`src/rtl/rob_pkg.sv`:
```
// Shared reorder-buffer sizing and entry-type encodings, also used by the
// register file and reservation stations.
package rob_pkg;

  localparam int ROB_WIDTH = 3;
  localparam int ROB_SIZE  = 1 << ROB_WIDTH;

  typedef logic [ROB_WIDTH-1:0] rob_id_t;
  typedef logic [ROB_WIDTH:0]   rob_cnt_t;

  localparam rob_cnt_t ROB_FULL_CNT = rob_cnt_t'(ROB_SIZE);

  typedef enum logic [1:0] {
    ROB_TYPE_REG = 2'd0,
    ROB_TYPE_BR  = 2'd1,
    ROB_TYPE_ST  = 2'd2
  } rob_type_e;

endpackage

```
`src/rtl/rob.sv`:
```
// Reorder buffer: in-order allocate, out-of-order writeback on two buses, in-order
// retire at the head (combinational commit, one per cycle); rdy_in low freezes everything.
module rob
  import rob_pkg::*;
(
  input  logic                 clk_in,
  input  logic                 rst_in,
  input  logic                 rdy_in,
  input  logic                 issue_valid,
  input  logic [1:0]           issue_type,
  input  logic [4:0]           issue_rd,
  input  logic [31:0]          issue_pc,
  input  logic                 issue_pred_jump,
  output logic [ROB_WIDTH-1:0] issue_rob_id,
  output logic                 rob_full,
  input  logic                 alu_valid,
  input  logic [ROB_WIDTH-1:0] alu_rob_id,
  input  logic [31:0]          alu_val,
  input  logic                 alu_jump,
  input  logic [31:0]          alu_target,
  input  logic                 lsb_valid,
  input  logic [ROB_WIDTH-1:0] lsb_rob_id,
  input  logic [31:0]          lsb_val,
  input  logic [ROB_WIDTH-1:0] search_rob_id_1,
  input  logic [ROB_WIDTH-1:0] search_rob_id_2,
  output logic                 search_ready_1,
  output logic                 search_ready_2,
  output logic [31:0]          search_val_1,
  output logic [31:0]          search_val_2,
  output logic [4:0]           commit_reg_id,
  output logic [31:0]          commit_val,
  output logic [ROB_WIDTH-1:0] commit_rob_id,
  output logic                 commit_store,
  output logic                 clear,
  output logic [31:0]          clear_pc
);

  rob_id_t  head, tail;
  rob_cnt_t count;

  logic [ROB_SIZE-1:0] busy, ready, mispred, pred_jump;
  rob_type_e           etype    [ROB_SIZE];
  logic [4:0]          rd       [ROB_SIZE];
  logic [31:0]         pc       [ROB_SIZE];
  logic [31:0]         val      [ROB_SIZE];
  logic [31:0]         redirect [ROB_SIZE];

  logic active, issue_en, commit_en;

  // Nothing moves during a flush cycle or while the core is stalled.
  assign active    = rdy_in && !clear;
  assign rob_full  = (count == ROB_FULL_CNT);
  assign issue_en  = active && issue_valid && !rob_full;
  assign commit_en = active && (count != '0) && busy[head] && ready[head];

  assign issue_rob_id = tail;

  always_ff @(posedge clk_in) begin
    if (rst_in) begin
      head     <= '0;
      tail     <= '0;
      count    <= '0;
      busy     <= '0;
      ready    <= '0;
      mispred  <= '0;
      clear    <= 1'b0;
      clear_pc <= '0;
    end else if (rdy_in) begin
      if (clear) begin
        clear <= 1'b0;
        head  <= '0;
        tail  <= '0;
        count <= '0;
        busy  <= '0;
        ready <= '0;
      end else begin
        if (commit_en) begin
          busy[head]  <= 1'b0;
          ready[head] <= 1'b0;
          head        <= head + 1'b1;
          if (etype[head] == ROB_TYPE_BR && mispred[head]) begin
            clear    <= 1'b1;
            clear_pc <= redirect[head];
          end
        end
        if (lsb_valid) ready[lsb_rob_id] <= 1'b1;
        if (alu_valid) begin
          ready[alu_rob_id] <= 1'b1;
          if (etype[alu_rob_id] == ROB_TYPE_BR)
            mispred[alu_rob_id] <= (alu_jump != pred_jump[alu_rob_id]);
        end
        if (issue_en) begin
          busy[tail]    <= 1'b1;
          ready[tail]   <= 1'b0;
          mispred[tail] <= 1'b0;
          tail          <= tail + 1'b1;
        end
        count <= count + rob_cnt_t'(issue_en) - rob_cnt_t'(commit_en);
      end
    end
  end

  // Payload storage needs no reset: busy/ready gate every read of it.
  always_ff @(posedge clk_in) begin
    if (!rst_in && active) begin
      if (lsb_valid) val[lsb_rob_id] <= lsb_val;
      if (alu_valid) begin
        val[alu_rob_id] <= alu_val;
        if (etype[alu_rob_id] == ROB_TYPE_BR)
          redirect[alu_rob_id] <= alu_jump ? alu_target : pc[alu_rob_id] + 32'd4;
      end
      if (issue_en) begin
        etype[tail]     <= rob_type_e'(issue_type);
        rd[tail]        <= issue_rd;
        pc[tail]        <= issue_pc;
        pred_jump[tail] <= issue_pred_jump;
        val[tail]       <= '0;
      end
    end
  end

  always_comb begin
    commit_reg_id = '0;
    commit_val    = '0;
    commit_rob_id = '0;
    commit_store  = 1'b0;
    if (commit_en) begin
      commit_rob_id = head;
      if (etype[head] == ROB_TYPE_ST) begin
        commit_store = 1'b1;
      end else begin
        commit_reg_id = rd[head];
        commit_val    = val[head];
      end
    end
  end

  // Returns {ready, value}; a same-cycle writeback bypasses the stored copy.
  function automatic logic [32:0] lookup(input rob_id_t id);
    if (count == '0)                            return '0;
    if (rdy_in && alu_valid && alu_rob_id == id) return {1'b1, alu_val};
    if (rdy_in && lsb_valid && lsb_rob_id == id) return {1'b1, lsb_val};
    if (busy[id])                               return {ready[id], val[id]};
    return {1'b1, 32'd0};
  endfunction

  assign {search_ready_1, search_val_1} = lookup(search_rob_id_1);
  assign {search_ready_2, search_val_2} = lookup(search_rob_id_2);

endmodule

```
`config.mk`:
```
export PLATFORM = sky130hd
export DESIGN_NAME = rob
export DESIGN_NICKNAME = d
export VERILOG_FILES = /design/src/rtl/rob_pkg.sv /design/src/rtl/rob.sv
export SDC_FILE = /design/constraint.sdc
export NUM_CORES = 2
export LEC_CHECK = 0
export ABC_AREA = 1
export CAP_MARGIN = 0
export CORE_UTILIZATION = 44
export CTS_CLUSTER_SIZE = 14
export DETAILED_ROUTE_END_ITERATION = 10
export SYNTH_ARGS = -nofsm -noshare
export SYNTH_HDL_FRONTEND = slang
export SYNTH_SLANG_ARGS = --single-unit
```
`constraint.sdc`:
```
create_clock -name clk_in -period 5.4 [get_ports clk_in]
set_clock_uncertainty 0.05 [all_clocks]
set_input_delay 0.54 -clock clk_in [delete_from_list [all_inputs] [get_ports clk_in]]
set_output_delay 0.54 -clock clk_in [all_outputs]
set_load 0.03 [all_outputs]
```
==> flow_summary.ini <==
[outcome]
status = finished, final reports clean

[yosys]
synth.avg_cell_area_um2 = 7.88
ys_ff_latch = 902
synth_nets = 6164
yosysWarnings = 0
synth-edff-count = 576
synthFlopType = edfxtp_1
async_flop_share_pct = 0
syn-instance-count = 5999
syn_area_um2 = 47300
yosysSeqAreaShare_pct = 50.4
synth_cell_types = 60

[sta]
timing.fmax_ghz = 0.205
hold_violations = 0
fin_setup_tns_ps = 0
fin_crit_ps = 4880
fin_crit_sh_pct = 90.4
relSlewSlack_pct = 14.1
setup_violations = 0
slew_viol_final = 0
worst_pin_slew_ps = 1290
rsz0062_at_grt = no

[global_routing]
grt_max_degree = 143
grt_overflow = 0
antenna_found_initial = 11
first_global_vias = 39900
grt_first_pass_wirelength_um = 261000
grt_usage_pct = 31.8

[clock_network]
cts_sinks = 902
clk_transition_reported_paths_ps = 60
htreeDepth = 3
cts-root-buf = clkbuf_16
cts_hold_buf = 0
cts-buffers-inserted = 98
cts_setup_buffers = 0
insertion_delay_ps = 700
cts_tree = done
postCtsResizedCells = 0
clock_path_buffers = 3

[worst_setup_path]
crit_type = in -> out
crit_fanout = 16
rrSetupSlack_ps = 1410
r2r_end = count[2]
worst_setup_path_end_kind = output port
worstPathRequired_ps = 4810
worst-r2r-cell-count = 16
r2r-start = head[0]
start_kind = input pin
critPathArrivalTime_ps = 4290

[cells_and_area]
drive_gt1_share_pct = 7.33
design_area_um2 = 54800
layout.nets = 6234
synthToLayoutAreaGrowth_pct = 15.9

[routing]
drt_iter0_markers = 5856
drt_wl_total_um = 177000
vias_per_cell = 5.87
wl_per_cell_um = 23.4
postRouteAntennaNets = 0
dr.pass1.iters = 10
drc = 0
vias = 44300

[floorplanning]
dieWidth_um = 330
initial_utilization_pct = 44.6
rows = 119
dieArea_um2 = 109000
core_region_area_um2 = 106000
io_pins = 299
die-height_um = 330

[pwr]
power_density_nw_per_um2 = 321
p_total_mw = 17.6
leakage_nw = 20.8
peakVddDrop_uv = 237

[worst_hold_path]
hold_start = clear_pc[3]
holdPathStages = 2
holdPathEnd = clear_pc[3]
hold_class = reg -> reg

[placement]
dp_hpwl_um = 102000
portBuffers = 298
place.gp.congestion = 0.968
place_area_um2 = 51400

[flow_run]
drv_cap = 0
## where the power goes
group	internal, mW	total, mW	leakage [nW]	switching (mW)
Sequential	7.83	8.25	7.90	0.419
Combinational	0.818	2.32	11.2	1.50
Clock	4.07	7.00	1.62	2.93
Total	12.7	17.6	20.8	4.85
## per-stage QoR
step / setup slack [ps] / hold WS [ps] / std cells / util (%)
final: 520 / 412 / 7550 / 51.7
after global routing: 586 / 423 / 7548 / 51.7
after CTS: 754 / 413 / 7545 / 51.7
after detailed placement: 758 / 405 / 7360 / 48.6
after global placement: 692 / 402 / 7360 / 48.6
after floorplan: 1180 / 394 / 5999 / -
## state kept, by name, indices dropped and copies added (netlist names), named ones only
signal and cells:
redirect 256, pred_jump 8, pc 256, mispred 8
head 3, busy 8, rd 40, val 256
count 4, etype 16, ready 8, clear 1
clear_pc 32, issue_rob_id 3
## critical path, stage by stage
cell,delay (ps)
clkdlybuf4s50_1,740
inv_1,180
o22ai_1,180
a21oi_1,60
nand4_1,160
nor3b_4,1050
buf_4,430
a21oi_1,100
nor2_1,630
buf_12,200
## synthesized netlist by cell type (28+ instances only)
master | number | area, um2
nand2_1 | 1484 | 5570
o21ai_0 | 929 | 4650
a21oi_1 | 745 | 3730
nor2_1 | 657 | 2470
edfxtp_1 | 576 | 17300
dfxtp_1 | 326 | 6530
inv_1 | 309 | 1160
clkbuf_1 | 248 | 931
buf_2 | 121 | 606
nand3_1 | 112 | 561
a211oi_1 | 43 | 323
nor3_1 | 43 | 215
mux2i_1 | 32 | 320
o22ai_1 | 30 | 188
a22oi_1 | 29 | 218
buf_1 | 29 | 109
a211oi_2 | 28 | 350
## how the worst max path moves through the flow
| stage | to | start | slack (ps) |
|---|---|---|---|
| floorplan | redirect[5][0] | alu_rob_id[0] | 1180 |
| global placement | search_val_1[0] | lsb_rob_id[0] | 690 |
| detailed placement | search_val_1[0] | lsb_rob_id[0] | 760 |
| CTS | search_val_1[0] | lsb_rob_id[0] | 750 |
| global route | search_val_1[0] | lsb_rob_id[0] | 590 |
| finish | search_val_1[0] | lsb_rob_id[0] | 520 |
## final cells by class
type	instances	area [um2]
clock buffer	138	2770
antenna	5	12.5
fill	10000	51100
timing repair buffer	400	4160
inverter	335	1270
multi-input combinational	4332	20400
tap	1391	1740
sequential	902	23800
clock inverter	47	567
## cell families (layout without fill, tap and decap cells)
family	count (synthesis)	after routing	synth area share, %
and+or+nand+nor	2369	2369	19.9
AOI/OAI and AO/OA	1915	1915	21.9
DFF	902	902	50.4
buffers and inverters	765	920	6.80
muxes	32	32	0.678
adders and majority gates	10	10	0.281
xor gates and xnor gates	6	6	0.111
other	0	5	0
## metal layers
layer / share of wire, % / track usage (%) / wire length, um / vias to the layer above
li1: - / - / - / 20600
met1: 42 / 45.3 / 74600 / 20700
met2: 43 / 47.4 / 76200 / 2512
met3: 11 / 6.61 / 19300 / 459
met4: 3.7 / 12.0 / 6470 / 14
met5: 0.053 / 0 / 93 / -
## layout by cell type, fill, tap and decap left out, drive strengths merged, types with 3 or more instances in the layout
master / Yosys / layout
a211oi: 71 / 71
a21o: 3 / 3
a21oi: 745 / 745
a221oi: 23 / 23
a22o: 16 / 16
a22oi: 29 / 29
a31oi: 3 / 3
a41oi: 3 / 3
buf: 180 / 172
bufinv: 0 / 10
clkbuf: 250 / 138
clkdlybuf4s50: 0 / 228
clkinv: 6 / 34
clkinvlp: 0 / 4
dfxtp: 326 / 326
diode: 0 / 5
edfxtp: 576 / 576
ha: 9 / 9
inv: 329 / 334
mux2i: 32 / 32
nand2: 1494 / 1494
nand3: 115 / 115
nand3b: 7 / 7
nand4: 7 / 7
nor2: 682 / 682
nor3: 44 / 44
o211ai: 15 / 15
o21ai: 945 / 945
o21bai: 5 / 5
o221ai: 3 / 3
o22ai: 30 / 30
o31ai: 6 / 6
o32ai: 12 / 12
or3: 13 / 13
xnor2: 3 / 3
xor2: 3 / 3
Note: power is estimated with default switching activity, not from simulation.
